**src/rtl/insight_commit_collector.sv**
```systemverilog
// insight_commit_collector: buffers up to two commit records per cycle in program order and streams them out one per cycle
module insight_commit_collector #(
  parameter int DEPTH = 8,
  parameter int PC_W  = 39,
  parameter int XLEN  = 64,
  parameter int SEQ_W = 16,
  parameter int CNT_W = 16
) (
  input  logic                       i_clock,
  input  logic                       i_reset,
  input  logic                       i_c0_valid,
  input  logic [PC_W-1:0]            i_c0_pc,
  input  logic [31:0]                i_c0_insn,
  input  logic                       i_c0_wen,
  input  logic [4:0]                 i_c0_rd,
  input  logic [XLEN-1:0]            i_c0_wdata,
  input  logic                       i_c0_exc,
  input  logic                       i_c1_valid,
  input  logic [PC_W-1:0]            i_c1_pc,
  input  logic [31:0]                i_c1_insn,
  input  logic                       i_c1_wen,
  input  logic [4:0]                 i_c1_rd,
  input  logic [XLEN-1:0]            i_c1_wdata,
  input  logic                       i_c1_exc,
  output logic                       o_out_valid,
  input  logic                       i_out_ready,
  output logic [PC_W-1:0]            o_out_pc,
  output logic [31:0]                o_out_insn,
  output logic                       o_out_wen,
  output logic [4:0]                 o_out_rd,
  output logic [XLEN-1:0]            o_out_wdata,
  output logic                       o_out_exc,
  output logic [SEQ_W-1:0]           o_out_seq,
  output logic                       o_out_gap,
  output logic [$clog2(DEPTH):0]     o_level,
  output logic [CNT_W-1:0]           o_drop_count,
  output logic                       o_overflow
);
  localparam int AW = $clog2(DEPTH);
  localparam int LW = AW + 1;
  localparam int EW = PC_W + 32 + 1 + 5 + XLEN + 1 + SEQ_W + 1;
  logic [EW-1:0]    r_mem [DEPTH];
  logic [AW-1:0]    r_head, r_tail;
  logic [LW-1:0]    r_level;
  logic [SEQ_W-1:0] r_seq;
  logic             r_gap, r_overflow;
  logic [CNT_W-1:0] r_drop;
  logic [1:0]       w_n;
  logic [LW-1:0]    w_free;
  logic             w_acc, w_drop, w_deq;
  logic [EW-1:0]    w_ent_a, w_ent_b;
  logic [CNT_W:0]   w_dsum;
  // Free space comes from the registered level only, so a same-cycle dequeue never makes room
  assign w_n     = {1'b0, i_c0_valid} + {1'b0, i_c1_valid};
  assign w_free  = LW'(DEPTH) - r_level;
  assign w_acc   = (w_n != 2'd0) && (LW'(w_n) <= w_free);
  assign w_drop  = (w_n != 2'd0) && !w_acc;
  assign w_deq   = (r_level != '0) && i_out_ready;
  assign w_dsum  = {1'b0, r_drop} + (CNT_W+1)'(w_n);
  // A lone slot-1 commit is the older (first) record of the cycle
  assign w_ent_a = i_c0_valid ? {i_c0_pc, i_c0_insn, i_c0_wen, i_c0_rd, i_c0_wdata, i_c0_exc, r_seq, r_gap}
                              : {i_c1_pc, i_c1_insn, i_c1_wen, i_c1_rd, i_c1_wdata, i_c1_exc, r_seq, r_gap};
  assign w_ent_b = {i_c1_pc, i_c1_insn, i_c1_wen, i_c1_rd, i_c1_wdata, i_c1_exc, r_seq + SEQ_W'(1), 1'b0};
  assign o_out_valid  = r_level != '0;
  assign {o_out_pc, o_out_insn, o_out_wen, o_out_rd, o_out_wdata, o_out_exc, o_out_seq, o_out_gap} = r_mem[r_head];
  assign o_level      = r_level;
  assign o_drop_count = r_drop;
  assign o_overflow   = r_overflow;
  // Accepted records are written at the tail in program order; contents need no reset
  always_ff @(posedge i_clock) begin
    if (w_acc) begin
      r_mem[r_tail] <= w_ent_a;
      if (w_n == 2'd2) r_mem[r_tail + AW'(1)] <= w_ent_b;
    end
  end
  // Pointers, occupancy, sequence numbering and drop bookkeeping
  always_ff @(posedge i_clock) begin
    if (!i_reset) begin
      r_head     <= '0;
      r_tail     <= '0;
      r_level    <= '0;
      r_seq      <= '0;
      r_gap      <= 1'b0;
      r_drop     <= '0;
      r_overflow <= 1'b0;
    end else begin
      if (w_acc) r_tail <= r_tail + AW'(w_n);
      if (w_deq) r_head <= r_head + AW'(1);
      r_level <= r_level + LW'(w_acc ? w_n : 2'd0) - LW'(w_deq);
      if (w_n != 2'd0) r_seq <= r_seq + SEQ_W'(w_n);
      if (w_drop) r_gap <= 1'b1;
      else if (w_acc) r_gap <= 1'b0;
      if (w_drop) begin
        r_overflow <= 1'b1;
        r_drop     <= w_dsum[CNT_W] ? '1 : w_dsum[CNT_W-1:0];
      end
    end
  end
endmodule

```
**config.mk**
```make
export PLATFORM = sky130hd
export DESIGN_NAME = insight_commit_collector
export DESIGN_NICKNAME = d
export VERILOG_FILES = /design/src/rtl/insight_commit_collector.sv
export SDC_FILE = /design/constraint.sdc
export NUM_CORES = 2
export LEC_CHECK = 0
export CAP_MARGIN = 10
export CORE_UTILIZATION = 37
export DETAILED_ROUTE_END_ITERATION = 10
export SETUP_SLACK_MARGIN = 0.3
export SYNTH_ARGS = -nofsm -noshare
export SYNTH_HDL_FRONTEND = slang
export SYNTH_SLANG_ARGS = --single-unit
```
**constraint.sdc**
```tcl
create_clock -name i_clock -period 9.8 [get_ports i_clock]
set_clock_uncertainty 0.05 [all_clocks]
set_input_delay 0.98 -clock i_clock [delete_from_list [all_inputs] [get_ports i_clock]]
set_output_delay 0.98 -clock i_clock [all_outputs]
set_load 0.03 [all_outputs]
```
---- After elaboration in Yosys (flattened, before gate mapping) ----
Memory sizes are Yosys's and may differ from the RTL's. A register that Yosys moved wholly into a read port is not among the register bits.
Index checks and enable logic that the tools add are counted.
word-level totals
  register bits after elaboration ......... 44
  RAM bits ................................ 1,272
  bits of input ports ..................... 289
  word-level logic and storage cells ...... 39
  memories kept ........................... 1
cells by class
  add/sub/neg operators ................... 10
  order comparisons ....................... 1
  eq/ne operators ......................... 1
  multiplexer cells ....................... 12
  reduce and logical (&&, ||, !) cells .... 7
memory list
  memory  words  bits a word  read ports  clocked after memory_dff  write ports  RTL line  text
  r_mem   8      159          1           1                         2            42        logic [EW-1:0] r_mem [DEPTH];
operators by type and width
  operator                                       number
  two-way mux 159 bit                            1
  adder 16 x 2 -> 17 bit                         1
  adder 16 x 1 -> 16 bit, second input constant  1
  adder 16 x 2 -> 16 bit                         1
  two-way mux 16 bit                             1
  two-way mux 1 bit                              7
  adder 3 x 1 -> 3 bit, second input constant    2
  two-way mux 3 bit                              2
  adder 4 x 2 -> 4 bit                           1
  less-or-equal comparator 2 x 4 -> 1 bit        1
  nonzero test 2 bit                             2
  nonzero test 4 bit                             1
  subtractor 4 x 1 -> 4 bit                      1
  subtractor 4 bit, first input constant         1
  adder 3 x 2 -> 3 bit                           1
  logical AND 1 bit                              3
  adder 1 x 1 -> 2 bit                           1
  equality test 2 bit, second input constant     1
  two-way mux 2 bit                              1
  logical NOT 1 bit                              1

---- Depth between registers and ports, before layout ----
  depth after elaboration ................. 6
  mapped depth ............................ 19
  gate-level depth less buffers ........... 15

---- Worst setup path after synthesis ----
Ideal clock, no wire load.
  path type ............................... input to register
  start ................................... input port i_c0_valid
  end ..................................... memory r_mem[0][100] (netlist bit), enable pin
  arrival time ............................ 6.244 ns
  data required time ...................... 8.438 ns
  path slack .............................. 2.194 ns
  cell stages on the path ................. 13
  path through ............................ clkbuf_1 > buf_2 > buf_1 > inv_1 > ha_1 > inv_1 > ha_1 > nand2_1 > o211ai_2 > buf_2 > o21ai_1 > clkbuf_1 > nand2_1
RTL lines
  item                RTL line  text
  start: declaration  11        input logic i_c0_valid,
  end: declaration    42

==> out/metrics.csv <==
metric,value,unit
async_reset_ff_share,0,%
yosysTopAreaCellShare,58.2,%
insertion_delay,790,ps
rows,153,
synthFlopType,edfxtp_1,
cp_max_fo,65,
synth-edff-count,1264,
htreeDepth,4,
routed_wl,224000,µm
syn2layout_area_growth,16.8,%
io_buffer_count,469,
fin_hold_ws,407,ps
maxCapViolCount,0,
synthesis.area,65200,µm²
rr_worst_depth,12,
drc,0,
crit_type,input port to flip-flop,
ys_ff_latch,1319,
hold_path_class,flip-flop to flip-flop,
endpoint_kind,flip-flop,
slew_headroom,17.6,%
grtUsageTotal,24.5,%
layout_commonest_cell,edfxtp_1,
die_h,422,µm
layout.nets,5133,
grt_start_max_net_pins,147,
grt.overflow.total,0,
yosys-mux-area-fraction,15.9,%
tightest_slew,1240,ps
rsz0062_at_grt,no,
synthCells,4658,
cts.clk_slew.worst_paths,60,ps
pre_cts_ws,3510,ps
start_util,37.4,%
antenna_found_initial,32,
layout_setup_ws,4270,ps
utilization,43.7,%
arrival,6020,ps
io_pins,470,
postCtsHoldBufs,0,
syn_area_per_cell,14.0,µm²
synth_compound_area_share,14.9,%
die_area,178000,µm²
netlist_top_cells_area,"edfxtp_1 58%, mux4_2 11%, o2bb2ai_1 9.6%",
synthXorXnorAreaFrac,0.455,%
yosys.area_share.simple,4.56,%
vias_per_cell,6.16,
worst_ir_drop_vdd,0.428,mV
hold_path_depth,2,
placed_area,71500,µm²
cts_root_buffer,clkbuf_16,
dp_cells,6993,
wl_per_cell,30.8,µm
tns,0,ps
cts_tree,built,
ys_seq_area_share,59.9,%
cp.required,10290,ps
synth_top_family_by_area,multiplexers,
crit_path_start_kind,input port,
setup_viol,0,
placeableCoreArea,174000,µm²
drtIter0Drc,5412,
post-cts-setup-buffer-count,0,
numCtsBuffers,150,
layout_common_cells,"1264 x edfxtp_1, 716 x o2bb2ai_1, 568 x nand2_1",
grt_first_pass_wirelength,321000,µm
synth_fa_ha_area_share,0.507,%
dp_hpwl,120000,µm
instances_no_fill,7270,
synth_cell_type_count,61,
finalPower,21.5,mW
gp_congestion,0.832,
ys.warnings.count,0,
min_period,5530,ps
reg2reg_slack,4580,ps
maxSlewViolCount,0,
die_w,422,µm
cts_resized,0,
finalHoldViolCount,0,
synth_top_area_cell,edfxtp_1,
dr.pass1.iters,6,
ctsLongestPathBuffers,3,
synth_nets,4971,
drtAntennaViolNets,0,
leakage,23.8,nW
fmax,0.181,GHz
cts_sinks,1319,
vias,44700,
status,finished clean,
drive_gt1_share,16.3,%
postLayoutCellArea,76100,µm²
min_period_over_period,56.4,%
grt_pass1_vias,45100,
powerDensity,283,nW/µm²
## final cells by class
type | count | area [µm²]
antenna | 19 | 47.5
clock buffer | 196 | 4070
clock inverter | 62 | 492
fill | 15600 | 98300
inverter | 24 | 90.1
multi-input combinational | 2760 | 23900
sequential | 1319 | 39100
tap | 2325 | 2910
timing repair buffer | 565 | 5560
## critical path, cell delays in order
cell and delay, ps:
buf_8 420, inv_1 100, ha_1 410, inv_1 60, ha_1 290, nand2_1 110
o211ai_2 90, buf_4 230, o21ai_4 880, buf_4 840, buf_4 870, o21ai_0 190
a2bb2o_1 320
## state kept, by name, indices dropped and copies added, names as in the netlist, named ones only
name	flops
r_mem	1272
o_level	4
r_gap	1
o_overflow	1
r_seq	16
r_tail	3
r_head	3
o_drop_count	16
## routing by layer
metal  part of all wire (%)  wire length (µm)  track usage, %
met4                    4.6             10300            12.5
met1                     39             87500            31.9
met5                  0.045               100               0
met3                    7.7             17300            3.70
met2                     49            109000            39.8
## cells in the mapped netlist, types with 6 or more instances
library cell,instances
xnor2_1,18
nand2_1,576
and2_1,6
nor2_1,48
o2bb2ai_1,716
a21oi_1,24
a22o_1,9
inv_1,24
nor3_1,25
nand4_1,9
mux2i_1,144
buf_4,18
dfxtp_1,55
and3_1,7
a21o_1,9
mux4_2,318
mux2_2,159
clkbuf_1,333
o21ai_1,13
nand3_1,17
buf_2,149
o21ai_0,543
xor2_1,14
buf_1,55
edfxtp_1,1264
ha_1,20
## where the power goes
part | internal (mW) | switching [mW]
Clock | 3.07 | 2.31
Combinational | 2.97 | 5.15
Sequential | 7.71 | 0.314
## cells by family after synthesis
kind of cell,Yosys count
adders and majority gates,24
buffers and inverters,579
AOI/OAI and AO/OA,1359
xor gates and xnor gates,33
and+or+nand+nor,723
muxes,621
DFF,1319
## final timing paths
kind	start	to
setup reg to reg	o_level[0]	r_mem[0][3]
hold reg to reg	r_mem[4][0]	r_mem[4][0]
setup / recovery	i_c0_valid	r_mem[0][3]
hold / removal	r_mem[4][0]	r_mem[4][0]
Note: power is estimated with default switching activity, not from simulation.
